$ cat src/rtl/paper_pkg.sv
// paper_pkg: shared definitions for the paper processor control unit.
//   ADDR_W      - ROM address width (the ROM holds four 2-bit words)
//   OP_*        - opcode encodings; 2'b11 is the illegal opcode
//   state_t     - control FSM states
package paper_pkg;

  localparam int ADDR_W = 2;

  localparam logic [1:0] OP_INC = 2'b00;
  localparam logic [1:0] OP_JNO = 2'b01;
  localparam logic [1:0] OP_HLT = 2'b10;

  typedef enum logic [2:0] {
    ST_IDLE,
    ST_FETCH,
    ST_EXEC,
    ST_OPERAND,
    ST_HALT
  } state_t;

endpackage

$ cat src/rtl/sat_counter.sv
// sat_counter: saturating up-counter for the retired-instruction count.
// Ports:
//   clk    in     clock, rising edge
//   rst_n  in     asynchronous active-low reset
//   clr    in     synchronous clear (wins over inc)
//   inc    in     count one event
//   count  out    CNT_W-bit count, holds at all-ones
module sat_counter #(
  parameter int CNT_W = 8
) (
  input  logic             clk,
  input  logic             rst_n,
  input  logic             clr,
  input  logic             inc,
  output logic [CNT_W-1:0] count
);

  localparam logic [CNT_W-1:0] CNT_MAX = {CNT_W{1'b1}};

  logic [CNT_W-1:0] count_reg;

  always_ff @(posedge clk or negedge rst_n) begin
    if (!rst_n) begin
      count_reg <= '0;
    end else if (clr) begin
      count_reg <= '0;
    end else if (inc && (count_reg != CNT_MAX)) begin
      count_reg <= count_reg + {{(CNT_W-1){1'b0}}, 1'b1};
    end
  end

  assign count = count_reg;

endmodule

$ cat src/rtl/paper_cpu_ctrl.sv
// paper_cpu_ctrl: control unit of the paper processor. Drives the 2-bit
// ROM address, executes INC / JNO / HLT against an internal accumulator
// one instruction at a time.
// Ports:
//   clk          in   clock, rising edge
//   rst_n        in   asynchronous active-low reset
//   start        in   starts/restarts the program when idle or halted
//   rom_addr     out  ROM address (the PC register)
//   rom_data     in   ROM word at rom_addr, combinational
//   acc          out  accumulator
//   ov           out  carry out of the most recent INC
//   busy         out  high while an instruction is in flight
//   halted       out  high in HALT
//   illegal      out  opcode 11 was decoded since the last start
//   instr_count  out  retired instructions since the last start, saturating
module paper_cpu_ctrl
  import paper_pkg::*;
#(
  parameter int ACC_W = 4,
  parameter int CNT_W = 8
) (
  input  logic              clk,
  input  logic              rst_n,
  input  logic              start,
  output logic [ADDR_W-1:0] rom_addr,
  input  logic [1:0]        rom_data,
  output logic [ACC_W-1:0]  acc,
  output logic              ov,
  output logic              busy,
  output logic              halted,
  output logic              illegal,
  output logic [CNT_W-1:0]  instr_count
);

  localparam logic [ADDR_W-1:0] PC_ONE = {{(ADDR_W-1){1'b0}}, 1'b1};

  state_t            state_reg,   state_next;
  logic [ADDR_W-1:0] pc_reg,      pc_next;
  logic [1:0]        ir_reg,      ir_next;
  logic [ACC_W-1:0]  acc_reg,     acc_next;
  logic              ov_reg,      ov_next;
  logic              illegal_reg, illegal_next;
  logic              count_clr;
  logic              count_inc;
  logic [ACC_W:0]    acc_sum;

  // One extra bit captures the carry out of the all-ones -> zero wrap.
  assign acc_sum = {1'b0, acc_reg} + {{ACC_W{1'b0}}, 1'b1};

  always_ff @(posedge clk or negedge rst_n) begin
    if (!rst_n) begin
      state_reg   <= ST_IDLE;
      pc_reg      <= '0;
      ir_reg      <= '0;
      acc_reg     <= '0;
      ov_reg      <= 1'b0;
      illegal_reg <= 1'b0;
    end else begin
      state_reg   <= state_next;
      pc_reg      <= pc_next;
      ir_reg      <= ir_next;
      acc_reg     <= acc_next;
      ov_reg      <= ov_next;
      illegal_reg <= illegal_next;
    end
  end

  always_comb begin
    state_next   = state_reg;
    pc_next      = pc_reg;
    ir_next      = ir_reg;
    acc_next     = acc_reg;
    ov_next      = ov_reg;
    illegal_next = illegal_reg;
    count_clr    = 1'b0;
    count_inc    = 1'b0;

    case (state_reg)
      ST_IDLE, ST_HALT: begin
        if (start) begin
          pc_next      = '0;
          acc_next     = '0;
          ov_next      = 1'b0;
          illegal_next = 1'b0;
          count_clr    = 1'b1;
          state_next   = ST_FETCH;
        end
      end
      ST_FETCH: begin
        ir_next    = rom_data;
        state_next = ST_EXEC;
      end
      ST_EXEC: begin
        case (ir_reg)
          OP_INC: begin
            {ov_next, acc_next} = acc_sum;
            pc_next    = pc_reg + PC_ONE;
            count_inc  = 1'b1;
            state_next = ST_FETCH;
          end
          OP_JNO: begin
            // Step onto the operand word; it is read in OPERAND.
            pc_next    = pc_reg + PC_ONE;
            state_next = ST_OPERAND;
          end
          OP_HLT: begin
            count_inc  = 1'b1;
            state_next = ST_HALT;
          end
          default: begin
            illegal_next = 1'b1;
            state_next   = ST_HALT;
          end
        endcase
      end
      ST_OPERAND: begin
        // pc_reg points at the operand; "not taken" skips past it.
        pc_next    = ov_reg ? (pc_reg + PC_ONE) : rom_data;
        count_inc  = 1'b1;
        state_next = ST_FETCH;
      end
      default: begin
        state_next = ST_IDLE;
      end
    endcase
  end

  sat_counter #(
    .CNT_W (CNT_W)
  ) u_sat_counter (
    .clk   (clk),
    .rst_n (rst_n),
    .clr   (count_clr),
    .inc   (count_inc),
    .count (instr_count)
  );

  assign rom_addr = pc_reg;
  assign acc      = acc_reg;
  assign ov       = ov_reg;
  assign illegal  = illegal_reg;
  assign busy     = (state_reg == ST_FETCH) || (state_reg == ST_EXEC) ||
                    (state_reg == ST_OPERAND);
  assign halted   = (state_reg == ST_HALT);

endmodule

$ cat config.mk
export PLATFORM = sky130hd
export DESIGN_NAME = paper_cpu_ctrl
export DESIGN_NICKNAME = d
export VERILOG_FILES = /design/src/rtl/paper_pkg.sv /design/src/rtl/sat_counter.sv /design/src/rtl/paper_cpu_ctrl.sv
export SDC_FILE = /design/constraint.sdc
export NUM_CORES = 1
export LEC_CHECK = 0
export ABC_AREA = 1
export CORE_ASPECT_RATIO = 1.4
export CORE_UTILIZATION = 23
export DETAILED_ROUTE_END_ITERATION = 10
export GPL_TIMING_DRIVEN = 0
export PLACE_DENSITY_LB_ADDON = 0.12
export SLEW_MARGIN = 20
export SYNTH_ARGS = -nofsm -noshare
export SYNTH_HDL_FRONTEND = slang
export SYNTH_SLANG_ARGS = --single-unit
export TNS_END_PERCENT = 20
$ cat constraint.sdc
create_clock -name clk -period 1.5 [get_ports clk]
set_clock_uncertainty 0.05 [all_clocks]
set_input_delay 0.3 -clock clk [delete_from_list [all_inputs] [get_ports clk]]
set_output_delay 0.3 -clock clk [all_outputs]
set_load 0.05 [all_outputs]
-- Word level (Yosys, flattened, before mapping)
Cells that the tools add are included.
- output and inout port bits: 18
- flip-flop bits (word level): 21
- bits of input ports: 5
- muxes and demuxes: 21
- add/sub/neg operators: 3
- reductions and logical operators: 15
- equality and inequality tests: 11
- operators with widths (operator ; number):
    two-way mux 8 bit ; 2
    one-hot mux 3 bit (4 select lines) ; 1
    AND reduction 3 bit ; 3
    adder 8 x 1 -> 8 bit, second input constant ; 1
    two-way mux 4 bit ; 2
    != test 8 bit, second input constant ; 1
    one-hot mux 4 bit (2 select lines) ; 1
    == test 3 x 2 -> 1 bit, second input constant ; 2
    two-way mux 1 bit ; 6
    two-way mux 2 bit ; 3
    != test 2 bit, second input constant ; 3
    one-hot mux 1 bit (2 select lines) ; 3
    one-hot mux 2 bit (3 select lines) ; 1
    one-hot mux 3 bit (2 select lines) ; 1
    OR reduction 2 bit ; 3
    adder 4 x 1 -> 5 bit, second input constant ; 1
    nonzero test 2 bit ; 2
    == test 3 x 1 -> 1 bit, second input constant ; 1
    == test 3 bit, second input constant ; 1
    zero test 3 bit ; 1
    two-way mux 3 bit ; 1
    nonzero test 3 bit ; 1
    OR reduction 3 bit ; 1
    adder 2 x 1 -> 2 bit, second input constant ; 1
    6 further kinds ; 7

-- Logic depth before layout (Yosys ltp)
- depth in word-level cells: 7
- mapped depth: 8
- gate-level depth less buffers: 7

-- By module
A second synthesis with hierarchy kept.
- cell total of the unflattened synthesis: 162
- area total of the unflattened synthesis: 1224.9 µm²
- by module, submodules not included (module ; cells each ; area an instance (µm²) ; seq. area each (µm²) ; instances):
    paper_cpu_ctrl ; 88 ; 713.2 ; 325.3 ; 1
    sat_counter ; 74 ; 511.7 ; 200.2 ; 1

-- Least setup slack after synthesis
OpenSTA, ideal clock, no wires.
- path kind: reg-to-reg
- start point: reg u_sat_counter.count_reg[1] (netlist: u_sat_counter.count[1])
- end point: reg u_sat_counter.count_reg[4] (netlist: u_sat_counter.count[4])
- cell stages (with the launch flop): 8
- path slack: -145 ps
- library setup time: 67 ps
- period minus slack after synthesis: 1645 ps
- arrival: 1527 ps
- cells stage by stage: dfrtp_1 ha_1 nand2_1 nor2_1 nand2_1 nand2_2 nand3_1 nand2_1
- longest elaborated chain between the ends: 3
- elaborated cells on any way between the ends: 6
- RTL lines (item ; line ; RTL):
    from (decl) ; sat_counter.sv:20 ; logic [CNT_W-1:0] count_reg;
    from (signal assigned) ; sat_counter.sv:28 ; count_reg <= count_reg + {{(CNT_W-1){1'b0}}, 1'b1};
    adder 8 x 1 -> 8 bit / != test 8 bit (equally long branches) ; sat_counter.sv:28, sat_counter.sv:27 ;
    two-way mux 8 bit / logical AND 1 bit (equally long branches) ; sat_counter.sv:27 ; end else if (inc && (count_reg != CNT_MAX)) begin
    two-way mux 8 bit / nonzero test 2 bit (equally long branches) ; - ;
Several ways; a longest one is shown, not always the timed one. The select of a mux whose other input is x is not followed.
A chain may end at the register's enable or synchronous reset.

-- Worst setup path in the final report
- start point: reg state_reg[1]
- end point: out busy
- longest elaborated chain between the ends: 3
- elaborated cells on any way between the ends: 5
- RTL lines (item ; line ; RTL):
    from (decl) ; paper_cpu_ctrl.sv:37 ; state_t state_reg, state_next;
    from (signal assigned) ; paper_cpu_ctrl.sv:59 ; state_reg <= state_next;
    == test 3 x 1 -> 1 bit / == test 3 x 2 -> 1 bit (equally long branches) ; paper_cpu_ctrl.sv:142 ; assign busy = (state_reg == ST_FETCH) || (state_reg == ST_EXEC) ||
    logical OR 1 bit ; paper_cpu_ctrl.sv:142 ;
    logical OR 1 bit (*) ; paper_cpu_ctrl.sv:142 ;
    to (decl) ; paper_cpu_ctrl.sv:29 ; output logic busy,
Mark *: on every way between the ends. The rest lies on a longest branch, timed or not.

==> results.cfg <==
[floorplanning]
ios = 23
die_w_um = 63.14
initial_core_util = 0.2429
core-area_um2 = 4955
placementRows = 30
die_y_um = 87.60
dieArea_um2 = 5531

[logic_synthesis]
synth-edff-count = 0
synth_top_area_share = 0.4366
syn_inst = 155
synth_cell_types = 27
synth.cell_area_um2 = 1204
synth_top_area_cell = dfrtp_1
async_reset_ff_frac = 1.000
synth_nets = 162
ys_top_cells_by_area = dfrtp_1, nand2_1, nand3_1
yosys_warnings = 0
ys_seq_elements = 21
synth-main-ff-cell = dfrtp_1
syn_area_per_cell_um2 = 7.766
synth-seq-area-share = 0.4366

[final_layout]
antenna_cells = 0
fin_nets = 192
most-common-layout-cells = nand2_1, nand3_1, dfrtp_1
final_area_um2 = 1589
final_common_cell = nand2_1
fin_cells = 248
largest_register_ffs = 8
layout-drive-gt1-share = 0.2663
syn_to_final_growth_pct = 32.02

[place]
port_buffers = 22
gp_congestion = 0.7238
dp_hpwl_um = 2087
place_area_um2 = 1506
dp_cells = 241

[detailed_routing]
firstDrtPassIters = 4
viasPerCell = 4.508
drt-initial-drc-count = 40
highest_layer = met4
via_count = 1118
routed_wl_um = 2815
drc_errors = 0
postRouteAntennaNets = 0
met2WireLength_um = 1450
wl_per_cell_um = 11.35
dr_wl_met3_um = 92
met1_length_um = 1216

[power]
vdd_ir_drop_max_mv = 0.7110
total_leakage_power_nw = 0.7571
power.density_nw_per_um2 = 1672
power.total_mw = 2.657

[setup_path]
cp_slowest_cell = dfrtp_1
critPathLaunchType = flop
path_buf_inv = 3
crit_required_ns = 1.15
cp_cell_sequence = inv_2 -> nand2_2 -> inv_1 -> nor2_2 -> buf_6
critPathKind = flop to primary output
end_kind = primary output
max_stage_delay_ns = 0.39
critPathArrivalTime_ns = 1.12
critPathMaxFanout = 3
crit_family = flip-flops

[sta]
min_period_over_period = 0.9798
timing.fmax_mhz = 680.4
setup-tns-final_ns = 0
final-setup-viol-count = 0
hold_slack_ns = 0.4454
worstMarginPinSlew_ns = 0.4959
slew_violations = 0
slew-limit-headroom = 0.6694
period_minus_slack_ns = 1.470
rsz0062_at_grt = yes
hold_viol_final = 0

[grt]
grt_max_degree = 22
antenna_found_initial = 0
gr-total-overflow = 0
grtUsageTotal = 0.1124
grt_pass1_wl_um = 4761
grt_pass1_vias = 1060

[clocking]
cts-root-buf = clkbuf_8
clk_latency_ns = 0.26
cts-buffers-inserted = 3
h-tree-depth = 1
cts_tree = done
cts_sinks = 21
clk_pin_slew_ns = 0.08
clock_path_buffers = 2

[status]
status = completed

[run]
max-cap-violations = 0

[hold_path]
hold_path_class = flop to flop
==> final timing paths <==
kind | from | cells after the start | slack (ns) | endpoint
setup reg to reg | state_reg[0] | 7 | 0.07 | rom_addr[1]
min in group asynchronous | rst_n | 2 | 0.49 | u_sat_counter.count[3]
max in group asynchronous | rst_n | 2 | 0.55 | state_reg[0]
hold / removal | illegal | 2 | 0.45 | illegal
hold reg to reg | illegal | 2 | 0.45 | illegal
setup / recovery | state_reg[1] | 5 | 0.03 | busy
==> tightest hold or removal path, delay by kind of cell (launching register included) <==
| family | cells | cell delay [ns] |
|---|---|---|
| AOI/OAI and AO/OA | 1 | 0.06 |
| DFF | 1 | 0.35 |
| and+or+nand+nor | 1 | 0.05 |
==> per-layer routing <==
| metal | vias to the layer above | global-route usage |
|---|---|---|
| met3 | 5 | 0.02474 |
| met4 | 0 | 0.05285 |
| li1 | 561 | - |
| met5 | - | 0 |
| met1 | 531 | 0.1238 |
| met2 | 21 | 0.2043 |
==> metrics by stage <==
step | setup slack [ns] | util
floorplan | -0.1212 | -
global placement | -0.3996 | 0.3040
detailed placement | -0.4047 | 0.3040
CTS | -0.08440 | 0.3202
global route | -0.04590 | 0.3207
finish | 0.03028 | 0.3207
==> cell usage after synthesis (2+ instances only) <==
cell	number
xor2_1	4
nand3_1	29
nor2_1	12
nand2_2	4
o21ai_0	3
xnor2_1	2
ha_1	2
nand2_1	44
inv_2	5
dfrtp_1	21
inv_1	10
nor2_2	3
a21oi_1	2
==> cell type report <==
class                   instances  area (um2)
flip-flops and latches         21       530.5
repair buffers                 25       235.2
well taps                      64       80.08
multi-input cells             117       623.1
clock buffers                   4       45.04
inverters                      15       56.30
plain buffers                   2       18.77
fillers                       562        3366
==> cells by family (layout without fill, tap and decap cells) <==
kind of cell / after synthesis / after routing / synth area share
fa+ha+maj: 2 / 2 / 0.02079
compound gates: 11 / 11 / 0.05718
xor+xnor: 6 / 6 / 0.04366
simple gates: 97 / 97 / 0.3701
mux: 1 / 1 / 0.009355
flops: 21 / 21 / 0.4366
buf+inv: 17 / 46 / 0.06238
==> power by group <==
part / internal [mW] / switching [mW]
Combinational: 0.446 / 0.956
Clock: 0.189 / 0.181
Sequential: 0.715 / 0.170
==> timing repair <==
action | 4_1_cts | 5_1_grt
hold buffers | 0 | 1
resized for setup | 63 | 13
hold endpoints to repair | 0 | 21
setup endpoints to repair | 18 | 16
setup buffers | 2 | 0
No activity file was read; power rests on OpenSTA's default activity.
